--- src/rtl/fw_wb_master.sv ---
// fw_wb_master: Wishbone classic initiator. Takes a single register request on a valid/ready
// port. Runs one classic cycle with bounded RTY retries and a watchdog timeout. Returns the
// status and the read data on a valid/ready response port.
// Ports:
//   wb_clk_i, wb_rst_n_i              clock, async active-low reset
//   req_valid_i/req_ready_o/req_*     request port (we, byte address, write data, selects)
//   rsp_valid_o/rsp_ready_i/rsp_*     response port (read data, 2-bit status)
//   wb_*_o / wb_*_i                   Wishbone classic initiator interface
module fw_wb_master #(
    parameter int unsigned TIMEOUT_CYCLES = 64,
    parameter int unsigned MAX_RETRY      = 3,
    parameter int unsigned RETRY_GAP      = 2
) (
    input  logic        wb_clk_i,
    input  logic        wb_rst_n_i,
    input  logic        req_valid_i,
    output logic        req_ready_o,
    input  logic        req_we_i,
    input  logic [31:0] req_adr_i,
    input  logic [31:0] req_dat_i,
    input  logic [3:0]  req_sel_i,
    output logic        rsp_valid_o,
    input  logic        rsp_ready_i,
    output logic [31:0] rsp_dat_o,
    output logic [1:0]  rsp_sts_o,
    output logic [31:0] wb_adr_o,
    output logic [31:0] wb_dat_o,
    output logic [3:0]  wb_sel_o,
    output logic        wb_we_o,
    output logic        wb_cyc_o,
    output logic        wb_stb_o,
    output logic [2:0]  wb_cti_o,
    output logic [1:0]  wb_bte_o,
    input  logic [31:0] wb_dat_i,
    input  logic        wb_ack_i,
    input  logic        wb_err_i,
    input  logic        wb_rty_i
);

    localparam int unsigned TmoW = $clog2(TIMEOUT_CYCLES + 1);
    localparam int unsigned RtyW = (MAX_RETRY > 0) ? $clog2(MAX_RETRY + 1) : 1;
    localparam int unsigned GapW = $clog2(RETRY_GAP + 1);

    localparam logic [TmoW-1:0] TmoLast = TmoW'(TIMEOUT_CYCLES - 1);
    localparam logic [RtyW-1:0] RtyMax  = RtyW'(MAX_RETRY);
    localparam logic [GapW-1:0] GapLast = GapW'(RETRY_GAP - 1);

    localparam logic [1:0] StsOk  = 2'b00;
    localparam logic [1:0] StsErr = 2'b01;
    localparam logic [1:0] StsRty = 2'b10;
    localparam logic [1:0] StsTmo = 2'b11;

    typedef enum logic [1:0] {StIdle, StBus, StGap, StResp} state_e;

    state_e          state_q, state_d;
    logic            req_ready_q, req_ready_d;
    logic [31:0]     adr_q, adr_d;
    logic [31:0]     dat_q, dat_d;
    logic [3:0]      sel_q, sel_d;
    logic            we_q, we_d;
    logic            cyc_q, cyc_d;
    logic            stb_q, stb_d;
    logic            rsp_valid_q, rsp_valid_d;
    logic [31:0]     rsp_dat_q, rsp_dat_d;
    logic [1:0]      rsp_sts_q, rsp_sts_d;
    logic [TmoW-1:0] tmo_cnt_q, tmo_cnt_d;
    logic [RtyW-1:0] rty_cnt_q, rty_cnt_d;
    logic [GapW-1:0] gap_cnt_q, gap_cnt_d;

    always_comb begin
        state_d     = state_q;
        adr_d       = adr_q;
        dat_d       = dat_q;
        sel_d       = sel_q;
        we_d        = we_q;
        cyc_d       = cyc_q;
        stb_d       = stb_q;
        rsp_valid_d = rsp_valid_q;
        rsp_dat_d   = rsp_dat_q;
        rsp_sts_d   = rsp_sts_q;
        tmo_cnt_d   = tmo_cnt_q;
        rty_cnt_d   = rty_cnt_q;
        gap_cnt_d   = gap_cnt_q;

        unique case (state_q)
            StIdle: begin
                if (req_valid_i) begin
                    adr_d     = req_adr_i;
                    dat_d     = req_dat_i;
                    sel_d     = req_sel_i;
                    we_d      = req_we_i;
                    tmo_cnt_d = '0;
                    rty_cnt_d = '0;
                    cyc_d     = 1'b1;
                    stb_d     = 1'b1;
                    state_d   = StBus;
                end
            end
            StBus: begin
                // Any termination drops cyc/stb on the sampling edge itself.
                if (wb_err_i || wb_rty_i || wb_ack_i || tmo_cnt_q == TmoLast) begin
                    cyc_d = 1'b0;
                    stb_d = 1'b0;
                end
                if (wb_err_i) begin
                    rsp_sts_d   = StsErr;
                    rsp_dat_d   = '0;
                    rsp_valid_d = 1'b1;
                    state_d     = StResp;
                end else if (wb_rty_i) begin
                    if (rty_cnt_q < RtyMax) begin
                        rty_cnt_d = rty_cnt_q + 1'b1;
                        gap_cnt_d = '0;
                        state_d   = StGap;
                    end else begin
                        rsp_sts_d   = StsRty;
                        rsp_dat_d   = '0;
                        rsp_valid_d = 1'b1;
                        state_d     = StResp;
                    end
                end else if (wb_ack_i) begin
                    rsp_sts_d   = StsOk;
                    rsp_dat_d   = we_q ? 32'h0 : wb_dat_i;
                    rsp_valid_d = 1'b1;
                    state_d     = StResp;
                end else if (tmo_cnt_q == TmoLast) begin
                    rsp_sts_d   = StsTmo;
                    rsp_dat_d   = '0;
                    rsp_valid_d = 1'b1;
                    state_d     = StResp;
                end else begin
                    tmo_cnt_d = tmo_cnt_q + 1'b1;
                end
            end
            StGap: begin
                if (gap_cnt_q == GapLast) begin
                    tmo_cnt_d = '0;
                    cyc_d     = 1'b1;
                    stb_d     = 1'b1;
                    state_d   = StBus;
                end else begin
                    gap_cnt_d = gap_cnt_q + 1'b1;
                end
            end
            StResp: begin
                if (rsp_ready_i) begin
                    rsp_valid_d = 1'b0;
                    state_d     = StIdle;
                end
            end
            default: state_d = StIdle;
        endcase

        // Registered so that ready stays low while reset is asserted.
        req_ready_d = (state_d == StIdle);
    end

    always_ff @(posedge wb_clk_i or negedge wb_rst_n_i) begin
        if (!wb_rst_n_i) begin
            state_q     <= StIdle;
            req_ready_q <= 1'b0;
            adr_q       <= '0;
            dat_q       <= '0;
            sel_q       <= '0;
            we_q        <= 1'b0;
            cyc_q       <= 1'b0;
            stb_q       <= 1'b0;
            rsp_valid_q <= 1'b0;
            rsp_dat_q   <= '0;
            rsp_sts_q   <= '0;
            tmo_cnt_q   <= '0;
            rty_cnt_q   <= '0;
            gap_cnt_q   <= '0;
        end else begin
            state_q     <= state_d;
            req_ready_q <= req_ready_d;
            adr_q       <= adr_d;
            dat_q       <= dat_d;
            sel_q       <= sel_d;
            we_q        <= we_d;
            cyc_q       <= cyc_d;
            stb_q       <= stb_d;
            rsp_valid_q <= rsp_valid_d;
            rsp_dat_q   <= rsp_dat_d;
            rsp_sts_q   <= rsp_sts_d;
            tmo_cnt_q   <= tmo_cnt_d;
            rty_cnt_q   <= rty_cnt_d;
            gap_cnt_q   <= gap_cnt_d;
        end
    end

    assign req_ready_o = req_ready_q;
    assign rsp_valid_o = rsp_valid_q;
    assign rsp_dat_o   = rsp_dat_q;
    assign rsp_sts_o   = rsp_sts_q;
    assign wb_adr_o    = adr_q;
    assign wb_dat_o    = dat_q;
    assign wb_sel_o    = sel_q;
    assign wb_we_o     = we_q;
    assign wb_cyc_o    = cyc_q;
    assign wb_stb_o    = stb_q;
    assign wb_cti_o    = 3'b000;
    assign wb_bte_o    = 2'b00;

endmodule

--- config.mk ---
export PLATFORM = sky130hd
export DESIGN_NAME = fw_wb_master
export DESIGN_NICKNAME = d
export VERILOG_FILES = /design/src/rtl/fw_wb_master.sv
export SDC_FILE = /design/constraint.sdc
export NUM_CORES = 1
export LEC_CHECK = 0
export CORE_ASPECT_RATIO = 0.75
export CORE_MARGIN = 3
export CORE_UTILIZATION = 40
export CTS_BUF_LIST = sky130_fd_sc_hd__clkbuf_8
export DETAILED_ROUTE_END_ITERATION = 7
export GPL_TIMING_DRIVEN = 0
export PLACE_DENSITY = 0.73
export SYNTH_ARGS = -nofsm -noshare
export SYNTH_HDL_FRONTEND = slang
export SYNTH_SLANG_ARGS = --single-unit
--- constraint.sdc ---
create_clock -name wb_clk_i -period 1.8 [get_ports wb_clk_i]
set_input_delay 0.18 -clock wb_clk_i [delete_from_list [all_inputs] [get_ports wb_clk_i]]
set_output_delay 0.18 -clock wb_clk_i [all_outputs]
set_load 0.03 [all_outputs]
Word-level counts from Yosys, hierarchy flattened
Index checks and enable logic that the tools add are counted.

storage, ports and cells
  bits in registers = 119
  input bits = 108
  output and inout bits = 112
  logic and storage cells = 101

operators by class
  add/subtract/negate cells = 3
  order comparisons = 1
  eq/ne operators = 19
  muxes and demuxes = 48
  reductions and logical operators = 17

operators by type and width
  kind                   number
  $mux W32               6
  $mux W7                6
  $mux W2                20
  $ne A2 B2 Y1 const B   11
  $pmux W7 S3            1
  $mux W1                10
  $reduce_and A5 Y1      2
  $pmux W2 S2            2
  $pmux W2 S4            1
  $reduce_and A4 Y1      2
  $add A7 B1 Y7 const B  1
  $eq A7 B6 Y1 const B   1
  $reduce_and A7 Y1      1
  $reduce_bool A2 Y1     3
  $ne A5 B5 Y1 const B   1
  $add A2 B1 Y2 const B  2
  $eq A2 B1 Y1 const B   2
  $eq A2 B2 Y1 const B   2
  $logic_not A2 Y1       2
  $ne A4 B4 Y1 const B   1
  $reduce_bool A4 Y1     1
  $logic_or A1 B1 Y1     3
  $ne A3 B3 Y1 const B   1
  $pmux W1 S3            1
  5 further kinds        5

Depth between registers and ports, before layout
  word-level depth = 7
  gate-level depth with buffers = 7
  gate-level depth less buffers = 6

Worst setup path before layout
Ideal clock, no wire load.

  kind = register to register
  from = register state_q[0]
  to = register dat_q[10], in the netlist wb_dat_o[10]
  library setup time = 0.125 ns
  data arrival time = 1.448 ns
  required time = 1.675 ns
  path slack = 0.228 ns
  cell stages (with the launch flop) = 5
  path buffers = 2
  clock period less this slack = 1.572 ns
  cell sequence = dfrtp_1 -> buf_2 -> nor3b_2 -> buf_2 -> mux2_2

between the ends
  cells in the longest elaborated chain, start to end = 2

RTL lines
  what                                line  text
  start: declaration                  55    state_e state_q, state_d;
  start signal: assignment            160   state_q <= StIdle;
  start signal: assignment            175   state_q <= state_d;
  $logic_not A2 Y1                    85    unique case (state_q)
  $reduce_and A2 Y1 (no source line)  -
  end signal: assignment              178   dat_q <= dat_d;
  end: declaration                    58    logic [31:0] dat_q, dat_d;

Every way passes these cells.
A chain may end at the register's enable or synchronous reset.

Worst setup path after layout
  from = register stb_q, in the netlist wb_stb_o
  to = output port wb_stb_o

RTL lines
  what                      line  text
  start: declaration        62    logic stb_q, stb_d;
  start signal: assignment  182   stb_q <= stb_d;
  end: declaration          31    output logic wb_stb_o,

No word-level cell between the ends.

==> out/results.txt <==
final critical-path share of the clock period: 95.4%
cell count after synthesis: 386
RSZ-0062 raised after global routing: false
NumNets Final: 737
Chip Width: 135 um
worst path arrival time: 1.54 ns
leading register cell type out of synthesis: dfrtp_1
status: finished, final reports clean
Max clock buf depth: 2
PwrDens: 1730 nW/um^2
max-slew violations: 0
# H-tree levels: 4
Startpoint Class: flop
IO Count: 220
CP Max Fanout: 3
initial antenna violation count: 0
hold crit path type: in -> async
vias: 3783
buffers and inverters on the worst path: 2
antenna cells: 0
Largest delay share family, worst path: buffers and inverters
drt first pass iters: 4
share of cells above drive strength 1: 14.9%
# setup viols final: 0
most common cell after layout, fill and taps aside: clkdlybuf4s50_1
worst setup margin: 0.0831 ns
Post-synth ARST share: 100%
vias in the first global route: 4017
CTS tree: yes
Seq cells post-synth: 119
Vias/cell: 4.73
cell total after placement: 767
worst vdd rail ir drop: 1.10 mV
GRT Residual Overflow: 0
Place WS: -0.370 ns
root buffer cell: clkbuf_8
Seq/Total Area, Yosys: 59.4%
Slowest cell on crit path: clkdlybuf4s50_1
Synth Cell Area: 5020 um^2
Max Cap Violations: 0
CP endpoint kind: output port
Die ar.: 13900 um^2
number of buffers created by CTS: 17
gr usage total: 19.3%
Cell Count, Final, Fillers Out: 799
post-synthesis area per instance: 13.0 um^2
Die Span Y: 103 um
min cycle time layout: 1.72 ns
drt total wl: 13100 um
Cell Rows: 34
Initial Util: 42.1%
yosys warns: 0
WL per Instance: 16.4 um
Worst Skew: 0.0125 ns
final hold vios: 0
largest net degree at the start of global routing: 84
Area Overhead vs Synth: 56.1%
critical path class: reg -> out
first-pass GRT wire length: 20700 um
Critical Path RT: 1.62 ns
DRC viols: 0
Post-synth EDFFs: 0
TritonCTS Sinks: 119
core area: 11900 um^2
Leak: 0.00347 uW
CTS clk-pin slew, worst paths: 0.07 ns
commonest cells after routing, fill and taps aside: clkdlybuf4s50_1 (213), dfrtp_1 (118), nand2_1 (42)
unique cell type count in the Yosys netlist: 44
gpl congestion: 0.740
hpwl dp: 9910 um
# port buffers: 214
Final ANT Viol Nets: 0
Max Freq: 0.582 GHz
latest clock arrival within the worst-skew pair: 0.42 ns
worst path cell trace: buf_4 > clkdlybuf4s50_1
Critical Path Max Stage Delay: 0.65 ns
DRT iter0 DRCs: 126
[report_power, final]
part	total [uW]	leakage [uW]	internal (uW)	switching, uW
clock	2320	0.000215	1330	986
combinational	6890	0.00177	3150	3740
sequential	4340	0.00149	3760	575
[cell type report]
class                      count  area, um^2
tap                          162         203
sequential                   119        2980
timing repair buffer         217        2200
clock inverter                 9        87.6
multi-input combinational    213        1770
fill                         928        4080
clock buffer                  21         289
inverter                      35         131
buffer                        23         173
[cells in the mapped netlist (5+ instances only)]
cell type  instances  area [um^2]
inv_1             35          131
nor2_1             8         30.0
dfrtp_1          119         2980
buf_4              8         60.1
buf_6              5         56.3
mux2i_1           34          340
a21oi_1            6         30.0
mux2_1            35          394
o21ai_0            5         25.0
buf_2              7         35.0
nand2_1           42          158
mux2_2            34          383
[flip-flops by register name, indices dropped and copies added (netlist names), 2 cells and up]
signal	count
rsp_dat_o	32
wb_adr_o	32
wb_dat_o	32
tmo_cnt_q	7
wb_sel_o	4
gap_cnt_q	2
rsp_sts_o	2
rty_cnt_q	2
state_q	2
[cells by family (layout without fill, tap and decap cells)]
group           count (synthesis)  count (layout)  synth area share [%]
flops                         119             119                  59.4
simple gates                   72              72                  7.51
fa+ha+maj                       3               3                 0.748
compound gates                 30              30                  4.19
other cells                     1               5                0.0747
mux                           103             103                  22.3
buf+inv                        58             305                  5.86
[stage by stage]
step	util [%]	hold WS [ns]	TNS, ns	area [um^2]	total power, uW
after global placement	61.9	0.466	-504.19	7380	11100
after CTS	65.6	0.206	0	7820	13700
after detailed placement	62.2	0.104	-27.02	7410	11300
after floorplan	-	-0.116	0	5030	8300
after global routing	65.8	0.211	0	7830	14300
final	65.8	0.215	0	7830	13500
[timing repair]
item                                    CTS  global route
hold endpoints to repair                 36             0
buffers inserted                          1             0
resized for setup                         1             8
pin swaps                                 1             0
endpoints found under the setup margin   71             5
hold buffers                              1             0
[path summary, 6_finish.rpt]
path | startpoint | end | slack (ns) | cells past startpoint
max in group asynchronous | wb_rst_n_i | tmo_cnt_q[0]$_DFFE_PN0P_ | 0.84 | 3
hold reg to reg | wb_dat_o[22]$_DFFE_PN0P_ | wb_dat_o[22]$_DFFE_PN0P_ | 0.49 | 1
setup reg to reg | state_q[0]$_DFF_PN0_ | wb_adr_o[6]$_DFFE_PN0P_ | 0.10 | 5
min in group wb_clk_i | wb_dat_i[7] | rsp_dat_o[7]$_DFFE_PN0P_ | 0.30 | 3
hold / removal | wb_rst_n_i | wb_adr_o[12]$_DFFE_PN0P_ | 0.21 | 2
setup / recovery | wb_stb_o$_DFFE_PN0P_ | wb_stb_o | 0.08 | 2
[routing by layer]
metal | vias up | global-route usage (%) | part of all wire, %
li1 | 1777 | - | -
met1 | 1857 | 21.6 | 39
met2 | 129 | 32.8 | 51
met3 | 20 | 8.68 | 8.3
met4 | 0 | 7.05 | 1.6
met5 | - | 0 | 0
(Power assumes the default switching activity.)
